**config.mk**
```make
export PLATFORM = sky130hd
export DESIGN_NAME = alu_arbiter
export DESIGN_NICKNAME = d
export VERILOG_FILES = /design/src/rtl/alu_arbiter.sv
export SDC_FILE = /design/constraint.sdc
export NUM_CORES = 1
export LEC_CHECK = 0
export CAP_MARGIN = 15
export CORE_AREA = 2 2 119 121
export CTS_BUF_LIST = sky130_fd_sc_hd__clkbuf_8
export CTS_CLUSTER_DIAMETER = 40
export DETAILED_ROUTE_END_ITERATION = 16
export DIE_AREA = 0 0 121 123
export HOLD_SLACK_MARGIN = 0.03
export PLACE_DENSITY = 0.82
export SETUP_SLACK_MARGIN = 0.3
export SYNTH_ARGS = -nofsm -noshare
export SYNTH_HDL_FRONTEND = slang
export SYNTH_SLANG_ARGS = --single-unit
```
**constraint.sdc**
```tcl
create_clock -name clk -period 6.8 [get_ports clk]
set_input_delay 0.68 -clock clk [delete_from_list [all_inputs] [get_ports clk]]
set_output_delay 0.68 -clock clk [all_outputs]
set_load 0.03 [all_outputs]
```
**src/rtl/alu_arbiter.sv**
```systemverilog
// -----------------------------------------------------------------------------
// alu_arbiter
// Shares one external combinational ALU between two requesters. A request is
// accepted in IDLE, its operands are latched and driven to the ALU, the ALU
// result is captured during EXEC, and the result is offered to the winning
// requester in RESP until it is consumed.
//
// Ports
//   clk, reset                    clock, asynchronous active-high reset
//   req_valid0/1, req_ready0/1    request handshake per requester
//   req_in1_0/1, req_in2_0/1      32-bit operands per requester
//   req_ct_0/1, req_shamt_0/1     ALU control code and shift amount
//   req_sign_0/1                  signed-compare select
//   rsp_valid0/1, rsp_ready0/1    response handshake per requester
//   rsp_data, rsp_zero            registered ALU result and zero flag
//   alu_in1/in2/ct/shamt/sign     operands to the shared ALU
//   alu_out, alu_zero             result from the shared ALU
//   busy                          high whenever an operation is in flight
// Parameter
//   FIXED_PRIO   0 = round-robin on ties, 1 = port 0 wins every tie
// -----------------------------------------------------------------------------
module alu_arbiter #(
   parameter int FIXED_PRIO = 0
) (
   input  logic        clk,
   input  logic        reset,
   input  logic        req_valid0,
   input  logic        req_valid1,
   output logic        req_ready0,
   output logic        req_ready1,
   input  logic [31:0] req_in1_0,
   input  logic [31:0] req_in1_1,
   input  logic [31:0] req_in2_0,
   input  logic [31:0] req_in2_1,
   input  logic [4:0]  req_ct_0,
   input  logic [4:0]  req_ct_1,
   input  logic [4:0]  req_shamt_0,
   input  logic [4:0]  req_shamt_1,
   input  logic        req_sign_0,
   input  logic        req_sign_1,
   output logic        rsp_valid0,
   output logic        rsp_valid1,
   input  logic        rsp_ready0,
   input  logic        rsp_ready1,
   output logic [31:0] rsp_data,
   output logic        rsp_zero,
   output logic [31:0] alu_in1,
   output logic [31:0] alu_in2,
   output logic [4:0]  alu_ct,
   output logic [4:0]  alu_shamt,
   output logic        alu_sign,
   input  logic [31:0] alu_out,
   input  logic        alu_zero,
   output logic        busy
);

   localparam bit ROUND_ROBIN = (FIXED_PRIO == 0);

   typedef enum logic [1:0] {IDLE, EXEC, RESP} state_t;

   state_t      state_q;
   logic        last_q;        // port granted most recently (1 = port 1)
   logic        grant_q;       // port owning the operation in flight
   logic [31:0] op_in1_q, op_in2_q;
   logic [4:0]  op_ct_q, op_shamt_q;
   logic        op_sign_q;
   logic [31:0] rsp_data_q;
   logic        rsp_zero_q;
   logic        rsp_valid0_q, rsp_valid1_q;
   logic        busy_q;

   logic        any_valid;
   logic        grant1;
   logic        accept;
   logic        rsp_take;
   logic [31:0] op_in1_d, op_in2_d;
   logic [4:0]  op_ct_d, op_shamt_d;
   logic        op_sign_d;

   // Port 1 wins when it is the only requester, or on a tie when round-robin
   // and port 0 was served last. last_q resets to 1 so the first tie goes to 0.
   assign any_valid = req_valid0 | req_valid1;
   assign grant1    = req_valid1 & (~req_valid0 | (ROUND_ROBIN & ~last_q));
   // Reset gates the combinational ready so nothing is accepted while held.
   assign accept    = (state_q == IDLE) & any_valid & ~reset;

   assign req_ready0 = accept & ~grant1;
   assign req_ready1 = accept & grant1;

   // Only the owning port's rsp_ready can release the result.
   assign rsp_take = grant_q ? rsp_ready1 : rsp_ready0;

   always_comb begin
      op_in1_d   = req_in1_0;
      op_in2_d   = req_in2_0;
      op_ct_d    = req_ct_0;
      op_shamt_d = req_shamt_0;
      op_sign_d  = req_sign_0;
      if (grant1) begin
         op_in1_d   = req_in1_1;
         op_in2_d   = req_in2_1;
         op_ct_d    = req_ct_1;
         op_shamt_d = req_shamt_1;
         op_sign_d  = req_sign_1;
      end
   end

   always_ff @(posedge clk or posedge reset) begin
      if (reset) begin
         state_q      <= IDLE;
         last_q       <= 1'b1;
         grant_q      <= 1'b0;
         op_in1_q     <= '0;
         op_in2_q     <= '0;
         op_ct_q      <= '0;
         op_shamt_q   <= '0;
         op_sign_q    <= 1'b0;
         rsp_data_q   <= '0;
         rsp_zero_q   <= 1'b0;
         rsp_valid0_q <= 1'b0;
         rsp_valid1_q <= 1'b0;
         busy_q       <= 1'b0;
      end else begin
         case (state_q)
            IDLE: begin
               if (accept) begin
                  grant_q    <= grant1;
                  last_q     <= grant1;
                  op_in1_q   <= op_in1_d;
                  op_in2_q   <= op_in2_d;
                  op_ct_q    <= op_ct_d;
                  op_shamt_q <= op_shamt_d;
                  op_sign_q  <= op_sign_d;
                  busy_q     <= 1'b1;
                  state_q    <= EXEC;
               end
            end
            EXEC: begin
               rsp_data_q   <= alu_out;
               rsp_zero_q   <= alu_zero;
               rsp_valid0_q <= ~grant_q;
               rsp_valid1_q <= grant_q;
               state_q      <= RESP;
            end
            RESP: begin
               if (rsp_take) begin
                  rsp_valid0_q <= 1'b0;
                  rsp_valid1_q <= 1'b0;
                  busy_q       <= 1'b0;
                  state_q      <= IDLE;
               end
            end
            default: begin
               state_q <= IDLE;
            end
         endcase
      end
   end

   assign alu_in1    = op_in1_q;
   assign alu_in2    = op_in2_q;
   assign alu_ct     = op_ct_q;
   assign alu_shamt  = op_shamt_q;
   assign alu_sign   = op_sign_q;
   assign rsp_data   = rsp_data_q;
   assign rsp_zero   = rsp_zero_q;
   assign rsp_valid0 = rsp_valid0_q;
   assign rsp_valid1 = rsp_valid1_q;
   assign busy       = busy_q;

endmodule

```
==> impl_metrics.tcl <==
set metrics [dict create \
    hpwl_um 12200 \
    critPathArrivalTime_ns 2.48 \
    antennaDiodeCount 0 \
    synth_cells 514 \
    r2r-start "last_q" \
    rsz0062_at_grt "false" \
    setup_violations 0 \
    avgSynthCellArea_sq_um 10.5 \
    clockBufferDepth 2 \
    rr_endpoint "alu_in1[31]" \
    clock_skew_ns 0.00870 \
    slew_viol_final 0 \
    htree_num_levels 4 \
    grt_overflow_total 0 \
    critical_path_class "input pin to output port" \
    place_congestion 0.812 \
    max_slew.worst_pin.slew_ns 1.16 \
    fill_cells 1058 \
    die_w_um 121 \
    grt_start_max_net_pins 79 \
    outcome "finished, final reports clean" \
    area_delta_synth_final_pct 63.0 \
    synth-seq-area-share_pct 53.5 \
    layout_commonest_cell "clkdlybuf4s50_1" \
    layout-drive-gt1-share_pct 12.1 \
    power_density_nw_per_um2 450 \
    cts_setup_buffers 0 \
    syn-cell-area_sq_um 5380 \
    hold_path_startpoint "rsp_data[4]" \
    setup_ws_ns 3.64 \
    cp-start-kind "input pin" \
    worst_hold_path_type "flop to flop" \
    max_freq_mhz 316 \
    slew_headroom_pct 22.5 \
    final.setup.tns_ns 0 \
    ir_drop_mv 0.199 \
    cts_resized 0 \
    wl_um 17500 \
    num-nets-final 980 \
    preCtsSetupSlack_ns 3.44 \
    whs_path_depth 2 \
    core-area_sq_um 13600 \
    ys_types 24 \
    cts_hold_buf 0 \
    critPathMaxFanout 4 \
    final_util_pct 64.4 \
    route.detailed.drc 0 \
    die_y_um 123 \
    io_pins 302 \
    cts_tree "built" \
    wire_per_inst_um 17.8 \
    end_kind "output port" \
    p_leak_nw 3.71 \
    viasPerCell 5.25 \
    period_minus_slack_ns 3.16 \
    clkSlewWorstSetupHoldPaths_ns 0.07 \
    grtUsageTotal_pct 23.0 \
    initial_core_util_pct 39.5 \
    max_cap_violations 0 \
    crit_required_ns 6.12 \
    vias 5159 \
    numCtsBuffers 17 \
    crit_end "req_ready0" \
    fp-row-count 43 \
    port_buffers 301 \
    cp-startpoint "reset" \
    dr.pass1.iters 4 \
    drt-initial-drc-count 397 \
    synth_top_area_share_pct 53.0 \
    syn-num-nets 703 \
    synth_seq_cells 115 \
    insertion_delay_ns 0.41 \
    synth.area.top_cells "dfrtp_1 (53%), a221o_1 (14%), nand2_1 (12%)" \
    reg2regPathDepth 4 \
    rrSetupSlack_ns 4.39 \
    clock_sinks 115 \
    postRouteAntennaNets 0 \
    synth_area_leader_cell "dfrtp_1" \
    cts-root-buf "clkbuf_8" \
    grt_pass1_wl_um 27000 \
    design.die.area_sq_um 14900 \
    yosys_warnings 0 \
    p_total_mw 3.94 \
    hold_viol 0 \
    grt_pass1_vias 5244 \
    antenna_found_initial 0 \
    final_cell_mix "clkdlybuf4s50_1 (300), nand2_1 (177), dfrtp_1 (114)" \
    timing.final.crit_share_pct 46.5 \
]
-- cell type report --
class	instances	area [sq um]	share of cell area [%]
clock buffer	18	248	2.83
clock inverter	13	135	1.54
inverter	4	17.5	0.200
multi-input combinational	345	2180	24.9
sequential	115	2880	32.8
tap	180	225	2.57
timing repair buffer	308	3080	35.1
-- where the power goes --
part | switching, mW | total, mW | leakage (nW) | internal, mW
Clock | 0.288 | 0.622 | 0.189 | 0.333
Combinational | 1.19 | 2.11 | 2.10 | 0.911
Sequential | 0.204 | 1.22 | 1.42 | 1.01
-- synthesized netlist by cell type, drive strengths merged --
| library cell | instances |
|---|---|
| mux2 | 1 |
| a221o | 75 |
| o21a | 2 |
| dfstp | 1 |
| nor3 | 75 |
| inv | 4 |
| dfrtp | 114 |
| nand2 | 177 |
| and3 | 1 |
| and4 | 1 |
| nor2b | 3 |
| clkbuf | 18 |
| or3 | 1 |
| o21ai | 4 |
| o22ai | 1 |
| nand2b | 3 |
| nand3 | 1 |
| buf | 32 |
-- cells by family (layout without fill, tap and decap cells) --
family	Yosys count	after routing	share of synthesized area, %
buf+inv	54	343	6.28
flops	115	115	53.5
compound gates	82	82	14.8
mux	1	1	0.209
simple gates	262	262	25.2
-- per-stage QoR --
stage | hold WS (ns) | std cells | cell area (sq um)
CTS | 0.481 | 981 | 8730
global placement | 0.458 | 950 | 8350
detailed placement | 0.466 | 950 | 8350
finish | 0.474 | 983 | 8760
global route | 0.502 | 983 | 8760
floorplan | 0.494 | 514 | 5380
-- worst max-delay path, stage by stage --
cell and delay, ns:
clkdlybuf4s50_1 0.49, nor3_2 0.32, nand3_1 0.19, inv_1 0.11, clkdlybuf4s50_1 0.70
-- flip-flops by register name (all words and copies together), names as in the netlist --
name        cells
rsp_valid0      1
state_q         2
grant_q         1
rsp_zero        1
alu_sign        1
alu_ct          5
alu_in1        32
rsp_valid1      1
alu_in2        32
busy            1
alu_shamt       5
last_q          1
rsp_data       32
-- routing by layer --
metal	vias up	GRT usage, %	part of all wire, %
met5	-	0	0
met4	0	7.27	2.4
met3	34	7.66	8.6
met2	248	39.6	51
met1	2495	27.4	38
li1	2382	-	-
-- worst min-delay path by stage --
stage	end
2_1_floorplan	rsp_valid0
3_3_place_gp	rsp_data[28]
3_5_place_dp	rsp_data[18]
4_1_cts	rsp_data[4]
5_1_grt	rsp_zero
6_report	rsp_data[4]
No activity file was read; power rests on OpenSTA's default activity.
